`config.mk`:
```
export PLATFORM = sky130hd
export DESIGN_NAME = mem_access_stage
export DESIGN_NICKNAME = d
export VERILOG_FILES = /design/src/rtl/mem_pkg.sv /design/src/rtl/load_align_ext.sv /design/src/rtl/mem_access_stage.sv
export SDC_FILE = /design/constraint.sdc
export NUM_CORES = 1
export LEC_CHECK = 0
export CAP_MARGIN = 5
export CORE_MARGIN = 5
export CORE_UTILIZATION = 45
export CTS_CLUSTER_DIAMETER = 80
export DETAILED_ROUTE_END_ITERATION = 6
export MAX_ROUTING_LAYER = met4
export PLACE_DENSITY = 0.79
export SYNTH_ARGS = -nofsm -noshare
export SYNTH_HDL_FRONTEND = slang
export SYNTH_SLANG_ARGS = --single-unit
```
`constraint.sdc`:
```
create_clock -name clk -period 9.3 [get_ports clk]
set_clock_uncertainty 0.1 [all_clocks]
set_input_delay 2.325 -clock clk [delete_from_list [all_inputs] [get_ports clk]]
set_output_delay 2.325 -clock clk [all_outputs]
set_load 0.005 [all_outputs]
```
`src/rtl/mem_pkg.sv`:
```
// Shared definitions for the MEM-stage data-memory access unit.
//   - RV64I load/store funct3 encodings
//   - access FSM state type
//   - byte-enable mask helper for store lanes
package mem_pkg;

  localparam logic [2:0] F3_B  = 3'b000;
  localparam logic [2:0] F3_H  = 3'b001;
  localparam logic [2:0] F3_W  = 3'b010;
  localparam logic [2:0] F3_D  = 3'b011;
  localparam logic [2:0] F3_BU = 3'b100;
  localparam logic [2:0] F3_HU = 3'b101;
  localparam logic [2:0] F3_WU = 3'b110;

  typedef enum logic [1:0] {IDLE, REQ, WAIT, DONE} state_e;

  // Byte enables for an access of size funct3[1:0] starting at byte lane off.
  function automatic logic [7:0] be_mask(input logic [2:0] funct3, input logic [2:0] off);
    logic [7:0] mask;
    unique case (funct3[1:0])
      2'b00:   mask = 8'h01 << off;
      2'b01:   mask = 8'h03 << off;
      2'b10:   mask = 8'h0F << off;
      default: mask = 8'hFF;
    endcase
    return mask;
  endfunction

endpackage

```
`src/rtl/load_align_ext.sv`:
```
// Load data aligner: selects the addressed lane of a raw 64-bit doubleword and
// sign- or zero-extends it according to the RV64I load funct3.
//   rdata_i          raw doubleword from the data-memory bus
//   off_i            byte offset within the doubleword (addr[2:0])
//   funct3_i         load size / signedness
//   read_data_next_o aligned, extended load value
module load_align_ext
  import mem_pkg::*;
(
  input  logic [63:0] rdata_i,
  input  logic [2:0]  off_i,
  input  logic [2:0]  funct3_i,
  output logic [63:0] read_data_next_o
);

  logic [63:0] shifted;
  assign shifted = rdata_i >> {off_i, 3'b000};

  always_comb begin
    read_data_next_o = '0;
    unique case (funct3_i)
      F3_B:    read_data_next_o = {{56{shifted[7]}}, shifted[7:0]};
      F3_H:    read_data_next_o = {{48{shifted[15]}}, shifted[15:0]};
      F3_W:    read_data_next_o = {{32{shifted[31]}}, shifted[31:0]};
      F3_D:    read_data_next_o = shifted;
      F3_BU:   read_data_next_o = {56'd0, shifted[7:0]};
      F3_HU:   read_data_next_o = {48'd0, shifted[15:0]};
      F3_WU:   read_data_next_o = {32'd0, shifted[31:0]};
      default: read_data_next_o = '0;
    endcase
  end

endmodule

```
`src/rtl/mem_access_stage.sv`:
```
// MEM-stage data-memory access unit. Turns EX/MEM load/store controls into a
// req/gnt/rvalid bus transaction, aligns load data into ReadData, stalls the
// pipeline while the access is outstanding and flags illegal, misaligned or
// timed-out accesses.
//   clk, reset                  clock, async active-high reset
//   EXM_*                       load/store controls, address and store data
//   ReadData                    aligned load result for MEM/WB
//   mem_stall, mem_fault        pipeline freeze / access fault
//   dmem_*                      data-memory bus
module mem_access_stage
  import mem_pkg::*;
#(
  parameter int unsigned XLEN    = 64,
  parameter int unsigned ADDR_W  = 32,
  parameter int unsigned TIMEOUT = 255
) (
  input  logic              clk,
  input  logic              reset,
  input  logic              EXM_MemRead,
  input  logic              EXM_MemWrite,
  input  logic [2:0]        EXM_funct3,
  input  logic [XLEN-1:0]   EXM_ALUResult,
  input  logic [XLEN-1:0]   EXM_WriteData,
  output logic [XLEN-1:0]   ReadData,
  output logic              mem_stall,
  output logic              mem_fault,
  output logic              dmem_req,
  output logic              dmem_we,
  output logic [ADDR_W-1:0] dmem_addr,
  output logic [7:0]        dmem_be,
  output logic [XLEN-1:0]   dmem_wdata,
  input  logic              dmem_gnt,
  input  logic              dmem_rvalid,
  input  logic [XLEN-1:0]   dmem_rdata
);

  localparam logic [7:0] TimeoutCnt = 8'(TIMEOUT);

  state_e            state_q, state_d;
  logic [7:0]        cnt_q, cnt_d;
  logic              fault_q, fault_d;
  logic [ADDR_W-1:0] addr_q, addr_d;
  logic              we_q, we_d;
  logic [7:0]        be_q, be_d;
  logic [XLEN-1:0]   wdata_q, wdata_d;
  logic [XLEN-1:0]   rd_q, rd_d;
  logic [2:0]        f3_q, f3_d;
  logic [2:0]        off_q, off_d;

  logic              op, illegal, misaligned;
  logic [2:0]        off;
  logic [XLEN-1:0]   ld_data;

  // Only the bus-address bits are captured; the rest of the address is dropped.
  logic unused_addr_hi;
  assign unused_addr_hi = ^EXM_ALUResult[XLEN-1:ADDR_W];

  assign op  = EXM_MemRead | EXM_MemWrite;
  assign off = EXM_ALUResult[2:0];

  always_comb begin
    misaligned = 1'b0;
    unique case (EXM_funct3[1:0])
      2'b01:   misaligned = off[0];
      2'b10:   misaligned = |off[1:0];
      2'b11:   misaligned = |off;
      default: misaligned = 1'b0;
    endcase
  end

  assign illegal = (EXM_MemRead & EXM_MemWrite)
                 | (EXM_MemRead & (EXM_funct3 == 3'b111))
                 | (EXM_MemWrite & EXM_funct3[2])
                 | misaligned;

  load_align_ext u_load_align_ext (
    .rdata_i          (dmem_rdata),
    .off_i            (off_q),
    .funct3_i         (f3_q),
    .read_data_next_o (ld_data)
  );

  always_comb begin
    state_d   = state_q;
    cnt_d     = cnt_q;
    fault_d   = fault_q;
    addr_d    = addr_q;
    we_d      = we_q;
    be_d      = be_q;
    wdata_d   = wdata_q;
    rd_d      = rd_q;
    f3_d      = f3_q;
    off_d     = off_q;
    mem_stall = 1'b0;
    mem_fault = 1'b0;
    dmem_req  = 1'b0;

    unique case (state_q)
      IDLE: begin
        if (op) begin
          if (illegal) begin
            mem_fault = 1'b1;
          end else begin
            mem_stall = 1'b1;
            addr_d    = {EXM_ALUResult[ADDR_W-1:3], 3'b000};
            we_d      = EXM_MemWrite;
            be_d      = be_mask(EXM_funct3, off);
            wdata_d   = EXM_WriteData << {off, 3'b000};
            f3_d      = EXM_funct3;
            off_d     = off;
            state_d   = REQ;
          end
        end
      end
      REQ: begin
        dmem_req  = 1'b1;
        mem_stall = 1'b1;
        if (dmem_gnt) begin
          state_d = we_q ? DONE : WAIT;
        end
      end
      WAIT: begin
        mem_stall = 1'b1;
        cnt_d     = cnt_q + 8'd1;
        // rvalid takes priority over a coincident timeout.
        if (dmem_rvalid) begin
          rd_d    = ld_data;
          state_d = DONE;
        end else if (cnt_d == TimeoutCnt) begin
          rd_d    = '0;
          fault_d = 1'b1;
          state_d = DONE;
        end
      end
      DONE: begin
        mem_fault = fault_q;
        cnt_d     = '0;
        fault_d   = 1'b0;
        state_d   = IDLE;
      end
    endcase
  end

  always_ff @(posedge clk or posedge reset) begin
    if (reset) begin
      state_q <= IDLE;
      cnt_q   <= '0;
      fault_q <= 1'b0;
      addr_q  <= '0;
      we_q    <= 1'b0;
      be_q    <= '0;
      wdata_q <= '0;
      rd_q    <= '0;
      f3_q    <= '0;
      off_q   <= '0;
    end else begin
      state_q <= state_d;
      cnt_q   <= cnt_d;
      fault_q <= fault_d;
      addr_q  <= addr_d;
      we_q    <= we_d;
      be_q    <= be_d;
      wdata_q <= wdata_d;
      rd_q    <= rd_d;
      f3_q    <= f3_d;
      off_q   <= off_d;
    end
  end

  assign ReadData   = rd_q;
  assign dmem_we    = we_q;
  assign dmem_addr  = addr_q;
  assign dmem_be    = be_q;
  assign dmem_wdata = wdata_q;

endmodule

```
# --- Yosys cells after proc, flatten, opt, wreduce, memory -nomap -nowiden ---
# Index checks and enable logic that the tools add are counted.
word_totals:
  reg_bits: 183
  word_cells: 79
  output_inout_bits: 172
op_classes:
  eq_ne: 20
  bitwise: 8
  add_sub_neg: 1
  n_reduce_logical: 12
  shifts: 5
  mux: 23
op_table:
  columns: ["operator", "n"]
  rows:
  - ["one-hot mux 64 bit (7 select lines)", 1]
  - ["2-to-1 mux 64 bit", 2]
  - ["left shift 64 x 6 -> 64 bit", 1]
  - ["right shift 64 x 6 -> 64 bit", 1]
  - ["one-hot mux 8 bit (3 select lines)", 1]
  - ["one-hot mux 8 bit (2 select lines)", 1]
  - ["== test 3 bit (second input constant)", 4]
  - ["2-to-1 mux 2 bit", 5]
  - ["inequality test 2 bit (second input constant)", 5]
  - ["adder 8 x 1 -> 8 bit (second input constant)", 1]
  - ["== test 2 bit (second input constant)", 4]
  - ["== test 8 bit (second input constant)", 1]
  - ["2-to-1 mux 1 bit", 8]
  - ["one-hot mux 2 bit (4 select lines)", 1]
  - ["left shift 1 x 3 -> 8 bit (first input constant)", 1]
  - ["left shift 2 x 3 -> 8 bit (first input constant)", 1]
  - ["left shift 4 x 3 -> 8 bit (first input constant)", 1]
  - ["== test 3 x 2 -> 1 bit (second input constant)", 2]
  - ["one-hot mux 1 bit (2 select lines)", 3]
  - ["AND reduction 3 bit", 2]
  - ["== test 2 x 1 -> 1 bit (second input constant)", 2]
  - ["zero test 2 bit", 2]
  - ["bitwise OR 1 bit", 4]
  - ["AND reduction 4 bit", 1]
  - ["10 further kinds", 14]

# --- Longest topological paths before layout ---
# Gate-level depths: netlist of run 1.
depth:
  depth_word: 8
  depth_mapped: 10
  ltp_nobuf: 7

# --- By module ---
# From an unflattened synthesis of run 1, not the netlist that was laid out.
unflattened:
  cells_unflattened: 1099
  area_unflattened_um2: 11385.9
by_module_without_submodules:
  columns: ["mod", "seq_area_each_um2", "area_per_inst_um2", "instances", "cells_each"]
  rows:
  - ["mem_access_stage", 4579.4, 8852.2, 1, 810]
  - ["load_align_ext", 0.0, 2533.7, 1, 289]

# --- Least setup slack after synthesis of run 1 ---
# OpenSTA, ideal clock, no wires.
synth_path:
  path_type: "input -> output"
  from: "input port EXM_funct3[0]"
  to: "output port mem_stall"
  setup_slack_ns: 3.182
  cell_stages: 8
  t_arrival_ns: 3.693
  required_time_ns: 6.875
  cell_sequence: "ha_1 buf_2 nand2_1 a211oi_2 nor3_2 clkbuf_1 nor2_1 nor2_1"
synth_via:
  elab_chain_len: 8
  word_cells_on_any_way: 12
  classes_between: "4 x eq/ne; 4 x mux; 4 x bitwise"
synth_lines:
  columns: ["item", "line_no", "rtl"]
  rows:
  - ["start: declaration", "mem_access_stage.sv:21", "input logic [2:0] EXM_funct3,"]
  - ["== test 3 bit", "mem_access_stage.sv:72", "| (EXM_MemRead & (EXM_funct3 == 3'b111))"]
  - ["bitwise AND 1 bit", "mem_access_stage.sv:72", null]
  - ["bitwise OR 1 bit", "mem_access_stage.sv:72", null]
  - ["bitwise OR 1 bit", "mem_access_stage.sv:73", "| (EXM_MemWrite & EXM_funct3[2])"]
  - ["bitwise OR 1 bit *", "mem_access_stage.sv:74", "| misaligned;"]
  - ["2-to-1 mux 1 bit *", "mem_access_stage.sv:101", "if (illegal) begin"]
  - ["2-to-1 mux 1 bit *", "mem_access_stage.sv:100", "if (op) begin"]
  - ["one-hot mux 1 bit (2 select lines) *", "mem_access_stage.sv:98", "unique case (state_q)"]
  - ["end: declaration", "mem_access_stage.sv:25", "output logic mem_stall,"]
# Mark *: on every way between the ends. The rest lies on a longest branch, timed or not.

# --- Final worst setup path of run 1 ---
layout_path:
  from: "input port EXM_funct3[0]"
  to: "output port mem_fault"
layout_via:
  elab_chain_len: 8
  word_cells_on_any_way: 12
  classes_between: "4 x eq/ne; 4 x mux; 4 x bitwise"
layout_lines:
  columns: ["item", "line_no", "rtl"]
  rows:
  - ["== test 3 bit", "mem_access_stage.sv:72", null]
  - ["bitwise AND 1 bit", "mem_access_stage.sv:72", null]
  - ["bitwise OR 1 bit", "mem_access_stage.sv:72", null]
  - ["bitwise OR 1 bit", "mem_access_stage.sv:73", null]
  - ["bitwise OR 1 bit *", "mem_access_stage.sv:74", null]
  - ["2-to-1 mux 1 bit *", "mem_access_stage.sv:101", null]
  - ["2-to-1 mux 1 bit *", "mem_access_stage.sv:100", null]
  - ["one-hot mux 1 bit (2 select lines) *", "mem_access_stage.sv:98", null]
  - ["end: declaration", "mem_access_stage.sv:26", "output logic mem_fault,"]
# Marked as above.

==> metrics.log, run 1 <==
INFO  metric run_status = completed
INFO  metric max_vdd_drop = 0.1200 mV
INFO  metric path_clk_slew = 60 ps
INFO  metric worstPathRequired = 6880 ps
INFO  metric worstSetupPathDepth = 8
INFO  metric delay_of_the_slowest_cell_on_the_worst_path = 560 ps
INFO  metric cts_resized = 0
INFO  metric power_density_over_the_cells = 289.0 nW/um^2
INFO  metric holdBufCountCts = 0
INFO  metric kind_of_path_behind_the_tightest_hold_check = register to register
INFO  metric filler_cell_count = 2021
INFO  metric timing_worst_setup_path_type = input port to output pin
INFO  metric clock_tree_from_tritoncts = built
INFO  metric slew_headroom = 15.21%
INFO  metric finalWirelength = 39.20 mm
INFO  metric fp-row-count = 57
INFO  metric chipHeight = 167.5 microns
INFO  metric hold_violations = 0
INFO  metric r2r_start = off_q[1]$_DFFE_PP0P_
INFO  metric num_vias = 10300
INFO  metric multiInputGateArea = 5974 sq um
INFO  metric clock_sinks = 183
INFO  metric regToRegEndpoint = ReadData[23]$_DFFE_PP0P_
INFO  metric yosysUniqueCellTypes = 61
INFO  metric final_replace_weighted_congestion = 0.9996
INFO  metric fmax = 136.7 MHz
INFO  metric most-common-layout-cells = sky130_fd_sc_hd__clkdlybuf4s50_1 (335), sky130_fd_sc_hd__nand2_1 (212), sky130_fd_sc_hd__dfrtp_1 (180)
INFO  metric cts.repair_timing.setup_buffer_count = 0
INFO  metric path_max_fanout = 11
INFO  metric dieArea = 28070 sq um
INFO  metric viasPerCell = 6.021
INFO  metric antenna_found_initial = 1
INFO  metric drive_above_1_share = 9.668%
INFO  metric clockBufferDepth = 2
INFO  metric holdCritStartpoint = dmem_be[1]$_DFFE_PP0P_
INFO  metric cp_top_family = buffers and inverters
INFO  metric number_of_enable_type_register_cells_in_the_synthesized_netlist = 0
INFO  metric wl_per_cell = 22.91 microns
INFO  metric worst_hold_path.num_cells = 2
INFO  metric nets = 1585
INFO  metric cts_htree_levels = 4
INFO  metric maxCapViolations = 0
INFO  metric insertion_delay = 430 ps
INFO  metric post-dp-hpwl = 27.83 mm
INFO  metric die_width = 167.5 microns
INFO  metric synth_top_flop_cell = sky130_fd_sc_hd__dfrtp_1
INFO  metric setup_viol = 0
INFO  metric synth_area_per_cell = 10.05 sq um
INFO  metric rr_worst_depth = 6
INFO  metric critical_path_arrival = 4890 ps
INFO  metric number_of_design_rule_violations_left_after_detail_routing = 0
INFO  metric cts_made_buffers = 17
INFO  metric register_area = 4586 sq um
INFO  metric wire_length_of_the_first_global_routing_pass = 59.64 mm
INFO  metric core_area = 24390 sq um
INFO  metric fin_crit = 7317 ps
INFO  metric ios = 373
INFO  metric async_flop_share = 100.0%
INFO  metric postSynthCellCount = 1111
INFO  metric fin_tns_setup = 0 ps
INFO  metric min_period_over_period = 78.68%
INFO  metric yosysWarnings = 0
INFO  metric initial_utilization = 45.79%
INFO  metric critPathSlowestCell = sky130_fd_sc_hd__clkdlybuf4s50_1
INFO  metric grt.overflow.total = 0
INFO  metric mostFrequentLayoutCell = sky130_fd_sc_hd__clkdlybuf4s50_1
INFO  metric area_delta_synth_final = 35.38%
INFO  metric route.antenna.remaining_nets = 0
INFO  metric holdPathEnd = dmem_be[1]$_DFFE_PP0P_
INFO  metric hold-worst-slack = 366.5 ps
INFO  metric cp_num_buf_inv = 2
INFO  metric sequential_element_share_of_the_synthesized_area = 41.00%
INFO  metric worst_setup_path_end_kind = output pin
INFO  metric timing.critical_path.cells = clkdlybuf4s50_1 > ha_1 > nand2_1 > a211oi_2 > nor2_1 > a2bb2oi_1 > nor2_1 > clkdlybuf4s50_1
INFO  metric clk_root_buffer_cell = sky130_fd_sc_hd__clkbuf_16
INFO  metric static-leakage-power = 6.301 nW
INFO  metric report.final.slew_viol_count = 0
INFO  metric rsz0062_at_grt = no
INFO  metric yosys_register_bits = 183
INFO  metric drt-initial-drc-count = 1063
INFO  metric synth_area = 11170 sq um
INFO  metric detailedRoute.firstPassIterationCount = 5
INFO  metric r2r_setup_slack = 5870 ps
INFO  metric port_buffers = 337
INFO  metric cp-start-kind = input port
INFO  metric grt.total_usage = 27.84%
INFO  metric timing_worst_slew_pin_value = 1272 ps
INFO  metric via_count_of_the_first_global_routing_pass = 10060
INFO  metric grt_start_max_net_pins = 109
==> layer usage <==
layer / GRT usage, % / wire, microns / up-vias
li1: - / - / 4618
met1: 32.59 / 15030 / 5071
met2: 46.92 / 19360 / 544
met3: 7.096 / 3444 / 69
met4: 9.562 / 1378 / 0
met5: - / 0 / -
==> sequential cells by signal, summed over array words and instances (netlist names) <==
name	count
dmem_addr	29
dmem_we	1
ReadData	64
f3_q	3
dmem_be	8
dmem_wdata	64
state_q	2
cnt_q	8
off_q	3
fault_q	1
==> worst max-delay path by stage <==
stage	startpoint	end	slack [ps]
after floorplan	reset	ReadData[0]$_DFFE_PP0P_	1900
after global placement	EXM_funct3[0]	mem_fault	2040
after detailed placement	EXM_funct3[0]	mem_fault	1960
after CTS	EXM_funct3[0]	mem_fault	1960
after global routing	EXM_funct3[1]	mem_fault	1820
final	EXM_funct3[0]	mem_fault	1980
==> cell usage after synthesis (25+ instances only) <==
cell                       number  area, sq um
sky130_fd_sc_hd__clkbuf_1      37        138.9
sky130_fd_sc_hd__nand2_1      212        795.8
sky130_fd_sc_hd__o22ai_1       28        175.2
sky130_fd_sc_hd__buf_2         46        230.2
sky130_fd_sc_hd__mux2i_1       82        820.8
sky130_fd_sc_hd__dfrtp_1      183         4579
sky130_fd_sc_hd__a22o_1        40        350.3
sky130_fd_sc_hd__nand4_1       36        225.2
sky130_fd_sc_hd__inv_1         26        97.59
sky130_fd_sc_hd__o31ai_1       25        187.7
sky130_fd_sc_hd__mux4_2        52         1171
sky130_fd_sc_hd__nor2_1        76        285.3
==> kinds of logic after synthesis <==
logic type                 share of synthesized area, %
muxes                                             19.97
DFF                                               41.00
xor gates and xnor gates                         0.4705
and+or+nand+nor                                   14.75
buffers and inverters                             5.735
other                                           0.03357
AOI/OAI and AO/OA                                 16.80
adders and majority gates                         1.232
==> layout make-up <==
cell class / count / area share (%)
well taps: 324 / 2.681
repair buffers: 348 / 22.81
clock inverters: 14 / 1.010
clock buffers: 18 / 2.904
multi-input cells: 795 / 39.51
diodes: 1 / 0.01655
flip-flops and latches: 183 / 30.33
inverters: 28 / 0.7447
==> power by group <==
group          internal (mW)  total [mW]  switching [mW]
combinational           1.20        2.28            1.08
sequential              1.13        1.36           0.224
clock                  0.368       0.737           0.369
total                   2.69        4.37            1.68
==> worst register-to-register path, cell delays in order, from the launching register on <==
cell                       delay, ps
sky130_fd_sc_hd__dfrtp_2         360
sky130_fd_sc_hd__buf_4           600
sky130_fd_sc_hd__or2_1           510
sky130_fd_sc_hd__a211oi_2         90
sky130_fd_sc_hd__or3_1           880
sky130_fd_sc_hd__a21boi_4        640
sky130_fd_sc_hd__a221o_1         190
==> through the flow <==
step	instances	total power, mW	util (%)	setup slack [ps]	instance area [sq um]
after detailed placement	1678	3.635	59.56	1960	14530
after global routing	1711	4.633	61.99	1821	15120
final	1711	4.371	61.99	1983	15120
after CTS	1710	4.388	61.98	1956	15120
after global placement	1678	3.592	59.56	2041	14530
after floorplan	1113	2.581	-	1903	11180
Note: power is estimated with default switching activity, not from simulation.
==> inputs of run 2 (changes only) <==
Clock period 9.3 ns to 6.79 ns, I/O delays scaled along.
==> metrics.log, run 2 (same netlist as run 1, synthesis figures left out) <==
INFO  metric run_status = completed
INFO  metric kind_of_path_behind_the_tightest_hold_check = register to register
INFO  metric summed_area_of_non_filler_cells_in_the_final_layout = 15160 sq um
INFO  metric clock_sinks = 183
INFO  metric num_vias = 10330
INFO  metric max_vdd_drop = 0.1693 mV
INFO  metric holdBufCountCts = 0
INFO  metric maxCapViolations = 0
INFO  metric clk_root_buffer_cell = sky130_fd_sc_hd__clkbuf_16
INFO  metric clock_tree_from_tritoncts = built
INFO  metric number_of_design_rule_violations_left_after_detail_routing = 0
INFO  metric cp-start-kind = input port
INFO  metric cts_made_buffers = 17
INFO  metric grt.overflow.total = 0
INFO  metric path_max_fanout = 11
INFO  metric core_area = 24390 sq um
INFO  metric drive_above_1_share = 9.928%
INFO  metric ios = 373
INFO  metric mostFrequentLayoutCell = sky130_fd_sc_hd__clkdlybuf4s50_1
INFO  metric path_clk_slew = 60 ps
INFO  metric timing_worst_slew_pin_value = 1262 ps
INFO  metric chipHeight = 167.5 microns
INFO  metric dieArea = 28070 sq um
INFO  metric drt-initial-drc-count = 1066
INFO  metric cts.repair_timing.setup_buffer_count = 0
INFO  metric worst_setup_path_end_kind = output pin
INFO  metric post-place-ws = 784.9 ps
INFO  metric wl_met3 = 3.681 mm
INFO  metric grt_start_max_net_pins = 137
INFO  metric route.antenna.remaining_nets = 0
INFO  metric antenna_found_initial = 3
INFO  metric via_count_of_the_first_global_routing_pass = 10310
INFO  metric fp-row-count = 57
INFO  metric top_signal_layer_used = met4
INFO  metric placement.cell_area = 14560 sq um
INFO  metric power_density_over_the_cells = 396.3 nW/um^2
INFO  metric setup_viol = 0
INFO  metric min_period_over_period = 88.41%
INFO  metric rsz0062_at_grt = no
INFO  metric report.final.slew_viol_count = 0
INFO  metric static-leakage-power = 6.326 nW
INFO  metric cts_resized = 0
INFO  metric fin_crit = 6003 ps
INFO  metric area_delta_synth_final = 35.71%
INFO  metric fmax = 166.6 MHz
INFO  metric insertion_delay = 440 ps
INFO  metric viasPerCell = 6.016
INFO  metric routed_met1_length = 15.01 mm
INFO  metric critical_path_arrival = 4210 ps
INFO  metric worstPathRequired = 4990 ps
INFO  metric timing_worst_setup_path_type = input port to output pin
INFO  metric initial_utilization = 45.79%
INFO  metric cts_htree_levels = 4
INFO  metric clockBufferDepth = 2
INFO  metric timing.final.ws_setup = 786.8 ps
INFO  metric wire_length_of_the_first_global_routing_pass = 61.07 mm
INFO  metric fin_tns_setup = 0 ps
INFO  metric die_width = 167.5 microns
INFO  metric wl_per_cell = 23.25 microns
INFO  metric slew_headroom = 15.86%
INFO  metric grt.total_usage = 28.48%
INFO  metric detailedRoute.firstPassIterationCount = 5
INFO  metric post-dp-hpwl = 28.60 mm
INFO  metric hold_violations = 0
INFO  metric wl_met2 = 19.53 mm
INFO  metric finalWirelength = 39.92 mm
INFO  metric most-common-layout-cells = sky130_fd_sc_hd__clkdlybuf4s50_1 (335), sky130_fd_sc_hd__nand2_1 (212), sky130_fd_sc_hd__dfrtp_1 (180)
INFO  metric port_buffers = 337
INFO  metric final_replace_weighted_congestion = 0.9771
INFO  metric nets = 1589
==> run 2: cell types whose count changed in the layout (fill, tap and decap cells not counted), sizes merged <==
cell	previous run	this run
diode	1	3
clkinvlp	2	1
clkinv	5	6
buf	13	17
==> run 2: path summary, 6_finish.rpt <==
path	from	end	slack, ps	cells past startpoint
max in group asynchronous	reset	ReadData[39]$_DFFE_PP0P_	3610	3
worst min-delay path	dmem_be[5]$_DFFE_PP0P_	dmem_be[5]$_DFFE_PP0P_	370	2
worst min register to register	dmem_be[5]$_DFFE_PP0P_	dmem_be[5]$_DFFE_PP0P_	370	2
worst max register to register	off_q[1]$_DFFE_PP0P_	ReadData[21]$_DFFE_PP0P_	3390	6
worst max-delay path	EXM_funct3[0]	mem_fault	790	8
min in group asynchronous	reset	fault_q$_DFFE_PP0P_	1760	2
==> run 2: power breakdown <==
part | leakage [nW] | switching [mW] | total, mW | internal, mW
clock | 0.289 | 0.504 | 1.01 | 0.504
combinational | 3.73 | 1.48 | 3.12 | 1.64
sequential | 2.31 | 0.327 | 1.88 | 1.55
==> run 2: per-stage QoR <==
stage | utilization, % | power, mW | hold WS [ps] | cells
global route | 62.15 | 6.378 | 395.3 | 1717
global placement | 59.68 | 4.933 | 355.3 | 1682
finish | 62.15 | 6.008 | 371.2 | 1717
detailed placement | 59.68 | 5.003 | 360.9 | 1682
CTS | 62.12 | 6.031 | 378.8 | 1714
floorplan | - | 3.535 | 362.8 | 1113
==> run 2: worst max-delay path: stages <==
cell	delay, ps
sky130_fd_sc_hd__clkdlybuf4s50_1	550
sky130_fd_sc_hd__ha_1	460
sky130_fd_sc_hd__nand2_1	120
sky130_fd_sc_hd__a211oi_2	510
sky130_fd_sc_hd__nor2_1	100
sky130_fd_sc_hd__a2bb2oi_1	150
sky130_fd_sc_hd__nor2_1	100
sky130_fd_sc_hd__clkdlybuf4s50_1	510
==> run 2: routing by layer <==
| layer | track usage (%) | vias to the layer above |
|---|---|---|
| met1 | 33.29 | 5047 |
| met4 | 11.22 | 0 |
| met5 | - | - |
| li1 | - | 4628 |
| met2 | 46.68 | 567 |
| met3 | 8.133 | 88 |
==> run 2: final cells by class <==
class	count	area [sq um]
sequential	183	4586
clock inverter	14	155.1
antenna	3	7.507
inverter	28	112.6
tap	324	405.4
fill	2057	9233
multi-input combinational	795	5974
timing repair buffer	352	3478
clock buffer	18	439.2
==> inputs of run 3 (changes only) <==
Settings changed: CTS_CLUSTER_SIZE set to 24.
==> results of run 3 <==
No change in the layout: final DEF, timing and power equal those of run 2.
